$ cat src/rtl/rv_wb_pkg.sv
// Shared types and defaults for the register-file write-back slice.
// Load-size encoding, architectural register sizing, zero register.
package rv_wb_pkg;

  localparam int unsigned RV_XLEN = 32;
  localparam int unsigned RV_NREG = 32;
  localparam int unsigned RV_AW   = $clog2(RV_NREG);

  typedef enum logic [1:0] {
    LD_B = 2'b00,
    LD_H = 2'b01,
    LD_W = 2'b10
  } ld_size_e;

  localparam logic [RV_AW-1:0] REG_ZERO = '0;

endpackage

$ cat src/rtl/rf_writeback_if.sv
// Result channels into write-back: in-order pipe and MDU.
// Both are valid/ready handshakes; the slave side is rf_writeback.
interface rf_writeback_if #(
  parameter int XLEN = 32,
  parameter int AW   = 5
);

  logic            pipe_valid;
  logic            pipe_ready;
  logic [AW-1:0]   pipe_rd;
  logic [XLEN-1:0] pipe_data;
  logic            pipe_is_load;
  logic [1:0]      pipe_ld_size;
  logic            pipe_ld_unsigned;
  logic [1:0]      pipe_addr_lo;

  logic            mdu_valid;
  logic            mdu_ready;
  logic [AW-1:0]   mdu_rd;
  logic [XLEN-1:0] mdu_data;

  modport master (
    output pipe_valid, pipe_rd, pipe_data, pipe_is_load,
    output pipe_ld_size, pipe_ld_unsigned, pipe_addr_lo,
    output mdu_valid, mdu_rd, mdu_data,
    input  pipe_ready, mdu_ready
  );

  modport slave (
    input  pipe_valid, pipe_rd, pipe_data, pipe_is_load,
    input  pipe_ld_size, pipe_ld_unsigned, pipe_addr_lo,
    input  mdu_valid, mdu_rd, mdu_data,
    output pipe_ready, mdu_ready
  );

endinterface

$ cat src/rtl/load_align.sv
// Selects the addressed byte/half of a load word and extends it.
// Size 2'b11 falls through to the word path.
module load_align
  import rv_wb_pkg::*;
#(
  parameter int XLEN = 32
) (
  input  logic [XLEN-1:0] data_i,
  input  logic [1:0]      size_i,
  input  logic            unsigned_i,
  input  logic [1:0]      addr_lo_i,
  output logic [XLEN-1:0] data_o
);

  logic [7:0]  byte_w;
  logic [15:0] half_w;
  logic        is_b;
  logic        is_h;
  logic        sx;

  assign byte_w = data_i[{addr_lo_i, 3'b000} +: 8];
  assign half_w = data_i[{addr_lo_i[1], 4'b0000} +: 16];
  assign is_b   = (size_i == LD_B);
  assign is_h   = (size_i == LD_H);
  assign sx     = ~unsigned_i;

  always_comb begin
    data_o = data_i;
    unique case (1'b1)
      is_b:    data_o = {{(XLEN-8){sx & byte_w[7]}}, byte_w};
      is_h:    data_o = {{(XLEN-16){sx & half_w[15]}}, half_w};
      default: data_o = data_i;
    endcase
  end

endmodule

$ cat src/rtl/rf_writeback.sv
// RF write-port arbiter between pipe and MDU, with load alignment
// and a pending-destination scoreboard for decode hazards.
module rf_writeback
  import rv_wb_pkg::*;
#(
  parameter int XLEN         = RV_XLEN,
  parameter int NREG         = RV_NREG,
  parameter int STARVE_LIMIT = 4,
  localparam int AW          = $clog2(NREG)
) (
  input  logic            clk_i,
  input  logic            reset_ni,
  rf_writeback_if.slave   wb,
  input  logic            mdu_issue_i,
  input  logic [AW-1:0]   mdu_issue_rd_i,
  input  logic [AW-1:0]   rs1_i,
  input  logic [AW-1:0]   rs2_i,
  input  logic [AW-1:0]   rd_i,
  output logic            hazard_o,
  output logic            regwrite_o,
  output logic [AW-1:0]   rd_o,
  output logic [XLEN-1:0] wd_o
);

  localparam int SW = $clog2(STARVE_LIMIT + 1);
  localparam logic [SW-1:0] LIMIT = SW'(STARVE_LIMIT);
  localparam logic [AW-1:0] RZ    = AW'(REG_ZERO);

  logic [SW-1:0]   starve_q;
  logic [SW-1:0]   starve_d;
  logic [NREG-1:0] pending_q;
  logic [NREG-1:0] pending_d;

  logic            pipe_claims;
  logic            mdu_pri;
  logic            pipe_hs;
  logic            mdu_hs;
  logic            pipe_wr;
  logic            mdu_wr;
  logic [XLEN-1:0] ld_word;
  logic [XLEN-1:0] pipe_word;

  load_align #(.XLEN(XLEN)) u_align (
    .data_i     (wb.pipe_data),
    .size_i     (wb.pipe_ld_size),
    .unsigned_i (wb.pipe_ld_unsigned),
    .addr_lo_i  (wb.pipe_addr_lo),
    .data_o     (ld_word)
  );

  assign pipe_word = wb.pipe_is_load ? ld_word : wb.pipe_data;

  assign pipe_claims   = wb.pipe_valid && (wb.pipe_rd != RZ);
  assign mdu_pri       = (starve_q == LIMIT);
  assign wb.mdu_ready  = !pipe_claims || mdu_pri;
  assign wb.pipe_ready = !(mdu_pri && wb.mdu_valid) ||
                         (wb.pipe_rd == RZ);

  assign pipe_hs = wb.pipe_valid && wb.pipe_ready;
  assign mdu_hs  = wb.mdu_valid && wb.mdu_ready;
  assign pipe_wr = pipe_hs && (wb.pipe_rd != RZ);
  assign mdu_wr  = mdu_hs && (wb.mdu_rd != RZ);

  always_comb begin
    starve_d = '0;
    if (wb.mdu_valid && !wb.mdu_ready) begin
      starve_d = (starve_q == LIMIT) ? LIMIT : starve_q + SW'(1);
    end
  end

  // Set after clear so a same-cycle reissue of a retiring rd stays pending
  always_comb begin
    pending_d = pending_q;
    if (mdu_wr) begin
      pending_d[wb.mdu_rd] = 1'b0;
    end
    if (mdu_issue_i && (mdu_issue_rd_i != RZ)) begin
      pending_d[mdu_issue_rd_i] = 1'b1;
    end
    pending_d[0] = 1'b0;
  end

  assign hazard_o = ((rs1_i != RZ) && pending_q[rs1_i]) ||
                    ((rs2_i != RZ) && pending_q[rs2_i]) ||
                    ((rd_i  != RZ) && pending_q[rd_i]);

  always_ff @(posedge clk_i or negedge reset_ni) begin
    if (!reset_ni) begin
      starve_q  <= '0;
      pending_q <= '0;
    end else begin
      starve_q  <= starve_d;
      pending_q <= pending_d;
    end
  end

  always_ff @(posedge clk_i or negedge reset_ni) begin
    if (!reset_ni) begin
      regwrite_o <= 1'b0;
      rd_o       <= '0;
      wd_o       <= '0;
    end else begin
      regwrite_o <= 1'b0;
      unique case (1'b1)
        mdu_wr: begin
          regwrite_o <= 1'b1;
          rd_o       <= wb.mdu_rd;
          wd_o       <= wb.mdu_data;
        end
        pipe_wr: begin
          regwrite_o <= 1'b1;
          rd_o       <= wb.pipe_rd;
          wd_o       <= pipe_word;
        end
        default: ;
      endcase
    end
  end

endmodule

$ cat src/flat_wrapper.sv
// flat-port wrapper written by rule: the top's interface ports become plain ports
module rf_writeback_flat import rv_wb_pkg::*;
#(
  parameter int XLEN         = RV_XLEN,
  parameter int NREG         = RV_NREG,
  parameter int STARVE_LIMIT = 4,
  localparam int AW          = $clog2(NREG)
)
  (clk_i, reset_ni, mdu_issue_i, mdu_issue_rd_i, rs1_i, rs2_i, rd_i, hazard_o, regwrite_o, rd_o, wd_o, wb_pipe_valid, wb_pipe_rd, wb_pipe_data, wb_pipe_is_load, wb_pipe_ld_size, wb_pipe_ld_unsigned, wb_pipe_addr_lo, wb_mdu_valid, wb_mdu_rd, wb_mdu_data, wb_pipe_ready, wb_mdu_ready);
  rf_writeback_if #(.XLEN(XLEN), .AW(5)) wb_i ();
  input  logic clk_i;
  input  logic reset_ni;
  input  logic mdu_issue_i;
  input  logic [AW-1:0] mdu_issue_rd_i;
  input  logic [AW-1:0] rs1_i;
  input  logic [AW-1:0] rs2_i;
  input  logic [AW-1:0] rd_i;
  output logic hazard_o;
  output logic regwrite_o;
  output logic [AW-1:0] rd_o;
  output logic [XLEN-1:0] wd_o;
  input wire logic [$bits(wb_i.pipe_valid)-1:0] wb_pipe_valid;
  input wire logic [$bits(wb_i.pipe_rd)-1:0] wb_pipe_rd;
  input wire logic [$bits(wb_i.pipe_data)-1:0] wb_pipe_data;
  input wire logic [$bits(wb_i.pipe_is_load)-1:0] wb_pipe_is_load;
  input wire logic [$bits(wb_i.pipe_ld_size)-1:0] wb_pipe_ld_size;
  input wire logic [$bits(wb_i.pipe_ld_unsigned)-1:0] wb_pipe_ld_unsigned;
  input wire logic [$bits(wb_i.pipe_addr_lo)-1:0] wb_pipe_addr_lo;
  input wire logic [$bits(wb_i.mdu_valid)-1:0] wb_mdu_valid;
  input wire logic [$bits(wb_i.mdu_rd)-1:0] wb_mdu_rd;
  input wire logic [$bits(wb_i.mdu_data)-1:0] wb_mdu_data;
  output wire logic [$bits(wb_i.pipe_ready)-1:0] wb_pipe_ready;
  output wire logic [$bits(wb_i.mdu_ready)-1:0] wb_mdu_ready;
  assign wb_i.pipe_valid = wb_pipe_valid;
  assign wb_i.pipe_rd = wb_pipe_rd;
  assign wb_i.pipe_data = wb_pipe_data;
  assign wb_i.pipe_is_load = wb_pipe_is_load;
  assign wb_i.pipe_ld_size = wb_pipe_ld_size;
  assign wb_i.pipe_ld_unsigned = wb_pipe_ld_unsigned;
  assign wb_i.pipe_addr_lo = wb_pipe_addr_lo;
  assign wb_i.mdu_valid = wb_mdu_valid;
  assign wb_i.mdu_rd = wb_mdu_rd;
  assign wb_i.mdu_data = wb_mdu_data;
  assign wb_pipe_ready = wb_i.pipe_ready;
  assign wb_mdu_ready = wb_i.mdu_ready;
  rf_writeback #(.XLEN(XLEN), .NREG(NREG), .STARVE_LIMIT(STARVE_LIMIT)) u_core (.clk_i(clk_i), .reset_ni(reset_ni), .wb(wb_i), .mdu_issue_i(mdu_issue_i), .mdu_issue_rd_i(mdu_issue_rd_i), .rs1_i(rs1_i), .rs2_i(rs2_i), .rd_i(rd_i), .hazard_o(hazard_o), .regwrite_o(regwrite_o), .rd_o(rd_o), .wd_o(wd_o));
endmodule
$ cat config.mk
export PLATFORM = sky130hd
export DESIGN_NAME = rf_writeback_flat
export DESIGN_NICKNAME = d
export VERILOG_FILES = /design/src/rtl/rv_wb_pkg.sv /design/src/rtl/rf_writeback_if.sv /design/src/rtl/load_align.sv /design/src/rtl/rf_writeback.sv /design/src/flat_wrapper.sv
export SDC_FILE = /design/constraint.sdc
export NUM_CORES = 1
export LEC_CHECK = 0
export BUFFER_PORTS_ARGS = -buffer_cell sky130_fd_sc_hd__buf_2
export CAP_MARGIN = 0
export CORE_UTILIZATION = 52
export CTS_CLUSTER_DIAMETER = 80
export DETAILED_ROUTE_END_ITERATION = 8
export PLACE_DENSITY = 0.83
export REMOVE_ABC_BUFFERS = 1
export SYNTH_ARGS = -nofsm -noshare
export SYNTH_HDL_FRONTEND = slang
export SYNTH_SLANG_ARGS = --single-unit
$ cat constraint.sdc
create_clock -name clk_i -period 2.2 [get_ports clk_i]
set_input_delay 0.33 -clock clk_i [delete_from_list [all_inputs] [get_ports clk_i]]
set_output_delay 0.33 -clock clk_i [all_outputs]
set_load 0.1 [all_outputs]
# Word level (Yosys, flattened, before mapping)

Index checks and enable logic that the tools add are counted.

Register bits after elaboration: 72
Input bits: 105

Order comparisons: 7
Add/subtract/negate cells: 1
Equal/unequal tests: 2
Multiplexer cells: 19
Reduce and logical (&&, ||, !) cells: 30
Shifts and indexed selects: 2
Bitwise logic cells: 6

Operator list:

| cell                | number |
|---|---|
| $pmux 32 s2         | 2 |
| $mux 32             | 3 |
| $and 32x32->32      | 1 |
| $not 32->32         | 1 |
| $or 32x32->32       | 1 |
| $shiftx 32x6->16    | 1 |
| $shiftx 32x6->8     | 1 |
| $lt 5x6->1 const B  | 5 |
| $reduce_bool 5->1   | 6 |
| $bmux 1 s5          | 3 |
| $logic_and 1x1->1   | 13 |
| $demux 1 s5         | 2 |
| $ge 5x1->1 const B  | 2 |
| $pmux 5 s2          | 1 |
| $mux 1              | 6 |
| $mux 3              | 2 |
| $logic_not 5->1     | 1 |
| $logic_or 1x1->1    | 4 |
| $add 3x1->3 const B | 1 |
| $eq 3x3->1 const B  | 1 |
| $logic_not 1->1     | 3 |
| $and 1x1->1         | 2 |
| $eq 2x1->1 const B  | 1 |
| $logic_not 2->1     | 1 |
| other kinds (3)     | 3 |

# Depth between registers and ports, before layout

Depth in word-level cells: 9
Mapped depth: 9
Mapped depth without buffers: 7

# By module

From an unflattened synthesis, not the netlist that was laid out.

Cell total of the unflattened synthesis: 616
Area, all modules: 5262.5 sq um

Modules (own cells, without submodules):

| module       | cells an instance | times used | sequential area each (sq um) | area an instance (sq um) |
|---|---|---|---|---|
| rf_writeback | 499               | 1          | 1801.7                       | 4548.1 |
| load_align   | 117               | 1          | 0.0                          | 714.4 |

# Least setup slack after synthesis

Ideal clock, no wire load.

Path kind: in2out
From: in rd_i[2]
To: out hazard_o
Arrival time: 2.326 ns
Path buffers: 1
Path slack: -0.456 ns
Stages on the path: 6
Path through: clkbuf_1 > mux2_2 > o311ai_0 > a311oi_1 > nor4_1 > nand3_1

Cells in the longest elaborated chain, start to end: 4
Elaborated cells between the ends (all ways): 5
Those cells by class: mux (2); reduce/logical (3)

Ends and longest elaborated chain:

| element                      | line               | source |
|---|---|---|
| start: declaration           | flat_wrapper.sv:17 | `input logic [AW-1:0] rd_i;` |
| $bmux 1 s5                   | rf_writeback.sv:85 | `((rd_i != RZ) && pending_q[rd_i]);` |
| $mux 1 (not written as such) | rf_writeback.sv:85 |  |
| $logic_and 1x1->1 (*)        | rf_writeback.sv:85 |  |
| $logic_or 1x1->1 (*)         | rf_writeback.sv:84 | `((rs2_i != RZ) && pending_q[rs2_i]) \|\|` |
| end: declaration             | flat_wrapper.sv:18 | `output logic hazard_o;` |

Every way passes the cells marked *; elsewhere a longest branch is shown, timed or not. The select of a mux whose other input is x is not followed.

# Final worst setup path

From: reg u_core.pending_q[30]
To: out hazard_o

Cells in the longest elaborated chain, start to end: 5
Elaborated cells between the ends (all ways): 11
Those cells by class: mux (6); reduce/logical (5)

Ends and longest elaborated chain:

| element                                     | line                                   | source |
|---|---|---|
| start: declaration                          | rf_writeback.sv:31                     | `logic [NREG-1:0] pending_q;` |
| start signal: assignment                    | rf_writeback.sv:93                     | `pending_q <= pending_d;` |
| $bmux 1 s5, on equally long branches        | rf_writeback.sv:83, rf_writeback.sv:84 |  |
| $mux 1, on equally long branches            | rf_writeback.sv:83, rf_writeback.sv:84 |  |
| $logic_and 1x1->1, on equally long branches | rf_writeback.sv:83, rf_writeback.sv:84 |  |
| $logic_or 1x1->1                            | rf_writeback.sv:83                     | `assign hazard_o = ((rs1_i != RZ) && pending_q[rs1_i]) \|\|` |
| $logic_or 1x1->1 (*)                        | rf_writeback.sv:84                     |  |

Marked as above.

==> impl_metrics.ini <==
[placed_design]
port_buffers = 145
place_hpwl_mm = 11.06
gp_congestion = 0.9209

[cells_and_area]
antenna_cells = 0
area_growth_pct = 25.28
fin_nets = 766
final_common_cell = buf_2
finish.utilization = 0.6865
drive_above_1_share = 0.3464
mostFrequentLayoutCells = buf_2, o21ai_0, nand2_1, dfrtp_1, a21oi_1

[critical_path]
cp_cell_sequence = buf_4, mux4_2, nor2_1, a311oi_1, nor4_2, nand3_1, buf_12
required_ns = 1.87
critPathCaptureType = primary output
rr_endpoint = u_core.pending_q[5]$_DFF_PN0_
setup.worst_path.class = register to primary output
cp_slowest_cell = mux4_2
crit_buf_inv = 2
critPathTopFamily = simple AND/OR/NAND/NOR gates
crit_path_max_fanout = 3
rrSetupSlack_ns = 0.33
reg2reg_from = u_core.starve_q[0]$_DFF_PN0_
worstRegToRegCells = 7
slowest_delay_ns = 0.46
start_kind = register
crit_arrival_ns = 2.25

[synth]
synth_xor_area_frac = 0.001907
synth_edf_count = 0
synth_compound_area_frac = 0.2512
synthAdderAreaFrac = 0.005448
synthesis.area_sq_um = 4593
synth-simple-area-share = 0.1575
synthMuxAreaShare = 0.1346
yosysTopAreaCell = dfrtp_1
yosys_most_used_dff = dfrtp_1
synth_top_cell_area_share = 0.3923
synth-seq-cells = 72
synth_top_family_by_area = compound AO/OA/AOI/OAI gates
yosys-top-cells-area = dfrtp_1, o21ai_0, mux4_2
synth_warnings = 0
async_flop_share = 1.000
yosysSeqAreaShare = 0.3923
avgSynthCellArea_sq_um = 9.168
synthCells = 501
synth_cell_types = 57

[detailed_routing]
wl_per_cell_um = 18.86
drc = 0
drtIter0Drc = 493
vias = 4867
detail_route.vias_per_cell = 6.354
ant_nets = 0
finalWirelength_mm = 14.45
dr.pass1.iters = 5

[sta]
worst_slew_pin_slew_ns = 0.6733
finalSetupViolCount = 1
max_slew_margin = 0.5481
fin_ws_ns = -0.3816
rsz0062_at_grt = true
clock_skew_ns = 0.006144
fmax_ghz = 0.3874
slew_viol_final = 0
final.setup.tns_ns = -0.3816
finalCritPeriodShare = 1.173
fin_crit_ns = 2.582
hold_viol = 0

[floorplan]
die_h_um = 95.99
die_area_sq_um = 9213
ioPinCount = 146
coreArea_sq_um = 8382
die_x_um = 95.99
fp-row-count = 33
start_util = 0.5480

[worst_hold_path]
hp-class = input pin to asynchronous set/reset pin

[global_routing]
grt_overflow = 0
antenna_found_initial = 0
grt_pass1_vias = 4665
grt_pass1_wl_mm = 23.14
gr-usage-all-layers = 0.3358
grt_max_degree = 37

[clocking]
cts_hold_buf = 0
cts_root_buf = clkbuf_8
path_clk_slew_ns = 0.07
cts_sinks = 72
clk_path_buf_depth = 2
cts_tree = yes
clk_latency_ns = 0.34
h-tree-depth = 3
cts-buffers-inserted = 9

[power]
p_leak_uw = 0.002590
power.density_nw_per_um2 = 781.8
irDropWorstVdd_mv = 0.4799

[outcome]
outcome = finished with violations
violations = setup timing

[job]
drv_cap = 0
-- layer usage --
layer  share of wire  vias to the layer above  wire [um]  track usage
li1                -                     2171          -            -
met1            0.40                     2328       5810       0.4468
met2            0.47                      304       6742       0.5230
met3           0.086                       64       1238      0.06556
met4           0.045                        0        654       0.1692
met5               0                        -          0            0
-- Yosys cell counts, types with 3 or more instances --
cell,number
mux2i_1,13
mux2_2,10
nand2_1,71
nand3b_1,11
nand2b_1,3
a31oi_1,22
o21ai_0,72
mux4_2,12
a311oi_1,4
buf_2,11
mux4_1,4
o21ai_1,5
nor2_1,33
a21oi_1,41
clkbuf_1,15
nor2b_1,7
nand3_1,7
a22o_1,8
inv_1,16
dfrtp_1,72
nor3b_1,4
a2111oi_0,3
a221oi_1,8
buf_6,5
o41ai_1,4
-- logic make-up (layout without fill, tap and decap cells) --
| family | Yosys count | in the layout |
|---|---|---|
| buffers and inverters | 51 | 211 |
| AOI/OAI and AO/OA | 185 | 185 |
| DFF | 72 | 72 |
| xor gates and xnor gates | 1 | 1 |
| and+or+nand+nor | 151 | 151 |
| adders and majority gates | 2 | 2 |
| muxes | 39 | 39 |
-- per-stage QoR --
stage / std cells / total power (uW) / instance area (sq um) / hold slack, ns / setup WS, ns
finish: 766 / 4499 / 5754 / 0.01515 / -0.3816
global route: 766 / 4696 / 5754 / 0.04046 / -0.4564
CTS: 766 / 4459 / 5742 / 0.01994 / -0.3744
detailed placement: 753 / 3555 / 5575 / 0.3897 / -0.2296
global placement: 753 / 3514 / 5575 / 0.3828 / -0.1988
floorplan: 466 / 2900 / 4390 / 0.03441 / -0.3335
-- registers in the layout, summed over array words and instances, names as in the netlist --
name               cells
u_core.pending_q      31
u_core.starve_q        3
u_core.rd_o            5
u_core.wd_o           32
u_core.regwrite_o      1
-- power by group --
group          switching, uW  total, uW  internal (uW)  leakage, uW
clock                    457        908            451    0.0000842
sequential               218       1760           1540     0.000847
combinational           1220       1830            608      0.00166
total                   1900       4500           2600      0.00259
-- how the worst max path moves through the flow --
stage                                   start       end  slack [ns]  cells after the start
4_1_cts        u_core.pending_q[16]$_DFF_PN0_  hazard_o       -0.37                      7
5_1_grt        u_core.pending_q[30]$_DFF_PN0_  hazard_o       -0.46                      7
6_report       u_core.pending_q[30]$_DFF_PN0_  hazard_o       -0.38                      7
3_5_place_dp                         rs1_i[0]  hazard_o       -0.23                      8
3_3_place_gp                         rs1_i[0]  hazard_o       -0.20                      8
2_1_floorplan  u_core.pending_q[27]$_DFF_PN0_  hazard_o       -0.33                      4
-- final cells by class --
type | instances | area (sq um)
clock buffer | 12 | 155.1
clock inverter | 1 | 5.005
fill | 651 | 2628
inverter | 16 | 60.06
multi-input combinational | 378 | 2531
sequential | 72 | 1803
tap | 105 | 131.4
timing repair buffer | 182 | 1069
-- what timing repair did --
action                     CTS  global route
setup buffers                0             0
setup endpoints to repair    1             1
gates resized for setup      2             5
pin swaps                    1             1
Power figures use the tool's default switching activity.
